File: src/rtl/arp_decode.sv
// Receive-side ARP parser: validates the fixed header byte by byte, captures the
// sender/target addresses, and flags requests and replies addressed to this station.
`timescale 1ns/1ps
module arp_decode #(
    parameter logic [47:0] MAC_ADDR = 48'h0,
    parameter logic [31:0] IP_ADDR  = 32'h0
) (
    input  logic        clk,
    input  logic        rst,
    input  logic        en,
    input  logic        din_valid,
    input  logic [7:0]  din,
    output logic        done,
    output logic        is_request,
    output logic        is_reply,
    output logic [47:0] sha,
    output logic [31:0] spa,
    output logic [47:0] tha,
    output logic        err
);

    localparam int unsigned CNT_W     = 5;
    localparam int unsigned PKT_BYTES = 28;
    localparam int unsigned LAST_HDR  = 7;
    localparam int unsigned LAST_BYTE = 27;
    localparam int unsigned SHA_LO    = 8;
    localparam int unsigned SPA_LO    = 14;
    localparam int unsigned THA_LO    = 18;
    localparam int unsigned TPA_LO    = 24;

    typedef enum logic [2:0] {
        S_IDLE,
        S_HDR,
        S_ADDR,
        S_HOLD,
        S_DROP
    } state_t;

    state_t             state_q;
    logic [CNT_W-1:0]   cnt_q;
    logic [CNT_W-1:0]   cnt_d;
    logic               sync_q;
    logic               oper_req_q;
    logic [47:0]        sha_sh_q;
    logic [31:0]        spa_sh_q;
    logic [47:0]        tha_sh_q;
    logic [23:0]        tpa_sh_q;

    logic               done_q;
    logic               err_q;
    logic               is_request_q;
    logic               is_reply_q;
    logic [47:0]        sha_q;
    logic [31:0]        spa_q;
    logic [47:0]        tha_q;

    logic               acc_c;
    logic               hdr_ok_c;
    logic               match_c;
    logic [31:0]        tpa_c;

    assign acc_c = en && din_valid;

    // Saturating byte counter increment.
    assign cnt_d = (cnt_q == CNT_W'(PKT_BYTES)) ? cnt_q : cnt_q + CNT_W'(1);

    // Expected value of each fixed header byte at its position.
    always_comb begin
        hdr_ok_c = 1'b1;
        case (cnt_q)
            CNT_W'(0): hdr_ok_c = (din == 8'h00);
            CNT_W'(1): hdr_ok_c = (din == 8'h01);
            CNT_W'(2): hdr_ok_c = (din == 8'h08);
            CNT_W'(3): hdr_ok_c = (din == 8'h00);
            CNT_W'(4): hdr_ok_c = (din == 8'h06);
            CNT_W'(5): hdr_ok_c = (din == 8'h04);
            CNT_W'(6): hdr_ok_c = (din == 8'h00);
            CNT_W'(7): hdr_ok_c = (din == 8'h01) || (din == 8'h02);
            default:   hdr_ok_c = 1'b1;
        endcase
    end

    // TPA completes with the byte on the bus; replies must also target our MAC.
    assign tpa_c   = {tpa_sh_q, din};
    assign match_c = (tpa_c == IP_ADDR) && (oper_req_q || (tha_sh_q == MAC_ADDR));

    // Address shadows shift in MSB first as their bytes arrive.
    always_ff @(posedge clk or negedge rst) begin
        if (!rst) begin
            sha_sh_q <= 48'h0;
            spa_sh_q <= 32'h0;
            tha_sh_q <= 48'h0;
            tpa_sh_q <= 24'h0;
        end else if (acc_c) begin
            if (cnt_q >= CNT_W'(SHA_LO) && cnt_q < CNT_W'(SPA_LO)) begin
                sha_sh_q <= {sha_sh_q[39:0], din};
            end
            if (cnt_q >= CNT_W'(SPA_LO) && cnt_q < CNT_W'(THA_LO)) begin
                spa_sh_q <= {spa_sh_q[23:0], din};
            end
            if (cnt_q >= CNT_W'(THA_LO) && cnt_q < CNT_W'(TPA_LO)) begin
                tha_sh_q <= {tha_sh_q[39:0], din};
            end
            if (cnt_q >= CNT_W'(TPA_LO) && cnt_q < CNT_W'(LAST_BYTE)) begin
                tpa_sh_q <= {tpa_sh_q[15:0], din};
            end
        end
    end

    // Parser FSM with registered pulses and captured addresses.
    always_ff @(posedge clk or negedge rst) begin
        if (!rst) begin
            state_q      <= S_IDLE;
            cnt_q        <= '0;
            sync_q       <= 1'b1;
            oper_req_q   <= 1'b0;
            done_q       <= 1'b0;
            err_q        <= 1'b0;
            is_request_q <= 1'b0;
            is_reply_q   <= 1'b0;
            sha_q        <= 48'h0;
            spa_q        <= 32'h0;
            tha_q        <= 48'h0;
        end else begin
            done_q       <= 1'b0;
            err_q        <= 1'b0;
            is_request_q <= 1'b0;
            is_reply_q   <= 1'b0;
            sync_q       <= 1'b0;
            case (state_q)
                S_IDLE: begin
                    cnt_q <= '0;
                    // A frame already in flight when reset released is skipped silently.
                    if (en && sync_q) begin
                        state_q <= S_DROP;
                    end else if (acc_c) begin
                        cnt_q <= CNT_W'(1);
                        if (!hdr_ok_c) begin
                            state_q <= S_DROP;
                            err_q   <= 1'b1;
                        end else begin
                            state_q <= S_HDR;
                        end
                    end
                end
                S_HDR: begin
                    if (!en) begin
                        state_q <= S_IDLE;
                        cnt_q   <= '0;
                        err_q   <= 1'b1;
                    end else if (din_valid) begin
                        cnt_q <= cnt_d;
                        if (!hdr_ok_c) begin
                            state_q <= S_DROP;
                            err_q   <= 1'b1;
                        end else if (cnt_q == CNT_W'(LAST_HDR)) begin
                            oper_req_q <= (din == 8'h01);
                            state_q    <= S_ADDR;
                        end
                    end
                end
                S_ADDR: begin
                    if (!en) begin
                        state_q <= S_IDLE;
                        cnt_q   <= '0;
                        err_q   <= 1'b1;
                    end else if (din_valid) begin
                        cnt_q <= cnt_d;
                        if (cnt_q == CNT_W'(LAST_BYTE)) begin
                            if (match_c) begin
                                state_q      <= S_HOLD;
                                done_q       <= 1'b1;
                                is_request_q <= oper_req_q;
                                is_reply_q   <= !oper_req_q;
                                sha_q        <= sha_sh_q;
                                spa_q        <= spa_sh_q;
                                tha_q        <= tha_sh_q;
                            end else begin
                                state_q <= S_DROP;
                                err_q   <= 1'b1;
                            end
                        end
                    end
                end
                S_HOLD, S_DROP: begin
                    if (!en) begin
                        state_q <= S_IDLE;
                        cnt_q   <= '0;
                    end else if (din_valid) begin
                        cnt_q <= cnt_d;
                    end
                end
                default: begin
                    state_q <= S_IDLE;
                    cnt_q   <= '0;
                end
            endcase
        end
    end

    assign done       = done_q;
    assign err        = err_q;
    assign is_request = is_request_q;
    assign is_reply   = is_reply_q;
    assign sha        = sha_q;
    assign spa        = spa_q;
    assign tha        = tha_q;

endmodule

File: config.mk
export PLATFORM = sky130hd
export DESIGN_NAME = arp_decode
export DESIGN_NICKNAME = d
export VERILOG_FILES = /design/src/rtl/arp_decode.sv
export SDC_FILE = /design/constraint.sdc
export NUM_CORES = 1
export LEC_CHECK = 0
export ABC_AREA = 1
export CORE_MARGIN = 2
export CORE_UTILIZATION = 37
export CTS_CLUSTER_DIAMETER = 50
export DETAILED_ROUTE_END_ITERATION = 10
export GPL_TIMING_DRIVEN = 0
export SLEW_MARGIN = 20
export SYNTH_ARGS = -nofsm -noshare
export SYNTH_HDL_FRONTEND = slang
export SYNTH_SLANG_ARGS = --single-unit
File: constraint.sdc
create_clock -name clk -period 2.1 [get_ports clk]
set_clock_uncertainty 0.05 [all_clocks]
set_input_delay 0.63 -clock clk [delete_from_list [all_inputs] [get_ports clk]]
set_output_delay 0.63 -clock clk [all_outputs]
set_load 0.005 [all_outputs]
==> metrics.md <==
| Metric | Value |
|---|---|
| GRT overflow | `0` |
| Final period utilization | `0.985` |
| Footprint of the multi-input gates | `around 4000 um^2` |
| Reg2reg start | `tpa_sh_q[17]` |
| Hold-fix buffers at CTS | `0` |
| Mapped cell area | `12200 um^2` |
| Final hold slack | `~0.016 ns` |
| # Max-Cap Violations | `0` |
| Crit-path max FO | `2` |
| CP bufs+invs | `1` |
| CTS Root Cell | `clkbuf_16` |
| Post-detail-place hpwl | `21.4 mm` |
| Post-Syn Area per Cell | `9.46 um^2` |
| Total GRT Usage | `0.179` |
| CTS tree | `built` |
| Fmax | `around 0.48 GHz` |
| Status | `completed` |
| Core Area | `32500 um^2` |
| Post-placement cell count | `roughly 1900` |
| Initial DRC Count | `572` |
| Final Hold Viols | `0` |
| RSZ-0062 raised after global routing | `true` |
| Critical path arrival | `1.39 ns` |
| Post-Route WL | `30.6 mm` |
| Critical Path End Type | `output port` |
| Max Slew Vio Count | `0` |
| CP max stage cell | `clkdlybuf4s50_1` |
| Vias/cell | `between 4 and 5` |
| First-pass GRT wire length | `a little under 50 mm` |
| Initial Utilization | `0.375` |
| Via Count | `9192` |
| Ys flop type | `dfrtp_1` |
| Layout Nets | `about 1500` |
| Final non-filler cell area | `16000 um^2` |
| Post-synth cell types | `35` |
| Die area | `34400 um^2` |
| Die width | `about 190 um` |
| N_diodes | `0` |
| Drt pass-1 iters | `5` |
| Cell Rows | `66` |
| Clock sink count | `about 290` |
| Area after DPL | `14200 um^2` |
| CP required | `1.42 ns` |
| Leak | `7.98 nW` |
| Final Util | `0.494` |
| Pin count of the biggest net entering global routing | `100` |
| HP Class | `in2async` |
| Worst r2r dst | `spa[26]` |
| Initial antenna violation count | `0` |
| Pre-CTS WS | `-0.750 ns` |
| # IOs | `144` |
| CP delay by family, top | `buffers and inverters` |
| Wirelength per Cell | `15.6 um` |
| P per Cell Area | `784 nW/um^2` |
| DRC viols | `0` |
| CP Cell Sequence | `clkdlybuf4s50_1` |
| Headroom to the max-slew limit | `0.642` |
| FF+latch area | `7360 um^2` |
| Seq/Total Area, Yosys | `0.605` |
| Final RePlAce weighted congestion | `about 0.84` |
| Slowest Stage Delay on Critical Path | `0.52 ns` |
| Synth Register Bits | `between 200 and 300` |
| Final antenna-violating net count | `0` |
| Synth warnings | `0` |
| Final setup viols | `0` |
| Slack of the critical path | `0.0318 ns` |
| Worst-Margin Slew | `0.538 ns` |
| Share of layout cells above drive strength 1 | `0.192` |
| Number of global-route vias before repair | `~9000` |
| Clock transition at the registers of the reported paths | `0.06 ns` |
| Clock Latency Late Sink | `0.51 ns` |
| Final Power | `12.6 mW` |
| Clk buf depth | `3` |
| Post-synth EDFFs | `0` |
| Area Growth Syn to Fin | `31.7%` |
| R2R Setup Slk | `0.07 ns` |
| Post-route setup TNS | `0 ns` |
| Syn nets | `1302` |
| H-tree depth | `2` |
| Reg2Reg Depth | `10` |
| Post-synthesis cell count | `about 1300` |
| Die H | `between 150 and 200 um` |
| Setup Crit Path Kind | `reg2out` |
| Number of fill cells | `3063` |
| TritonCTS Buffers | `37` |
| Post-layout min period | `between 2 and 2.5 ns` |
| Post-Layout Cell Count | `between 1500 and 2000` |
| CP Launch Type | `flip-flop` |
| Post-synthesis async set-or-reset flop share | `1.00` |
| Port Buffers | `approximately 140` |
| VDD IR max | `about 0.42 mV` |
==> flip-flops by register name (all words and copies together) (netlist names) <==
signal	count
sync_q	1
sha_sh_q	48
tha	48
is_reply	1
spa	32
tpa_sh_q	24
err	1
tha_sh_q	48
oper_req_q	1
done	1
cnt_q	5
spa_sh_q	32
sha	48
is_request	1
state_q	3
==> kinds of logic after synthesis <==
logic type                 after synthesis  synth area share
AOI/OAI and AO/OA                      282             0.149
adders and majority gates                4           0.00411
buffers and inverters                  222            0.0846
DFF                                    294             0.605
other                                    1          0.000308
and+or+nand+nor                        483             0.158
==> worst max path at each step <==
stage | end | startpoint | slack, ns | cells past startpoint
global route | spa[18] | tha_sh_q[9] | -0.08 | 12
detailed placement | sha_sh_q[46] | din_valid | -0.75 | 8
global placement | err | rst | -12.50 | 1
finish | sha[28] | sha[28] | 0.03 | 1
CTS | spa[27] | din[7] | -0.005 | 12
floorplan | tha[47] | din[7] | 0.1 | 10
==> routing by layer <==
| metal | routed length [um] | GRT usage |
|---|---|---|
| met1 | 14200 | 0.258 |
| met2 | 14700 | 0.284 |
| met3 | 1250 | 0.0309 |
| met4 | 435 | 0.0400 |
| met5 | 0 | 0 |
==> synthesized netlist by cell type, drive strengths merged, types with 2 or more instances <==
| cell type | number | area share |
|---|---|---|
| a21oi | 4 | 0.0016 |
| nor2 | 58 | 0.018 |
| ha | 4 | 0.0041 |
| nand3 | 19 | 0.0082 |
| o21ai | 270 | 0.14 |
| nand4 | 11 | 0.0057 |
| inv | 160 | 0.049 |
| dfrtp | 293 | 0.60 |
| o22ai | 2 | 0.0010 |
| nor3b | 2 | 0.0012 |
| buf | 42 | 0.029 |
| clkbuf | 20 | 0.0062 |
| nor3 | 8 | 0.0046 |
| nand2 | 382 | 0.12 |
==> cells in the final DEF (no fill, tap or decap), types with 2 or more instances in the layout <==
cell / instances
nor2_1: 51
clkbuf_8: 2
o21ai_2: 100
o22ai_1: 2
nor2_2: 6
a21oi_1: 4
clkbuf_2: 8
buf_4: 21
nand2_1: 348
buf_16: 3
buf_12: 4
nand4_1: 11
dlygate4sd2_1: 21
dlymetal6s2s_1: 39
nand3_4: 2
nor3_1: 5
inv_6: 2
clkdlybuf4s50_1: 81
inv_2: 5
o21ai_1: 15
nand2_2: 30
inv_1: 153
nand3_1: 16
ha_1: 3
buf_2: 11
buf_6: 24
clkbuf_1: 27
clkinvlp_4: 3
clkinv_4: 3
dfrtp_2: 2
nor3_2: 2
clkbuf_16: 42
dfrtp_1: 291
clkinv_2: 3
o21ai_0: 155
buf_8: 3
nand2_4: 4
==> power by group <==
group,total (mW),switching [mW],internal (mW)
clock,6.03,2.40,3.63
combinational,0.720,0.477,0.243
sequential,5.81,0.0632,5.75
total,12.6,2.94,9.61
==> timing repair <==
action | CTS | global route
gates cloned | 1 | 4
pin swaps | 5 | 31
endpoints found under the setup margin | 233 | 290
hold endpoints to repair | 0 | 0
resized for setup | 36 | 139
buffers inserted | 7 | 18
==> area by class of cell <==
cell class,instances,area share
Sequential cell,294,0.459
Multi-Input combinational cell,770,0.247
Timing Repair Buffer,175,0.119
Clock buffer,53,0.0654
Inverter,160,0.0379
Tap cell,442,0.0345
Buffer,60,0.0299
Clock inverter,12,0.00718
(Power assumes the default switching activity.)
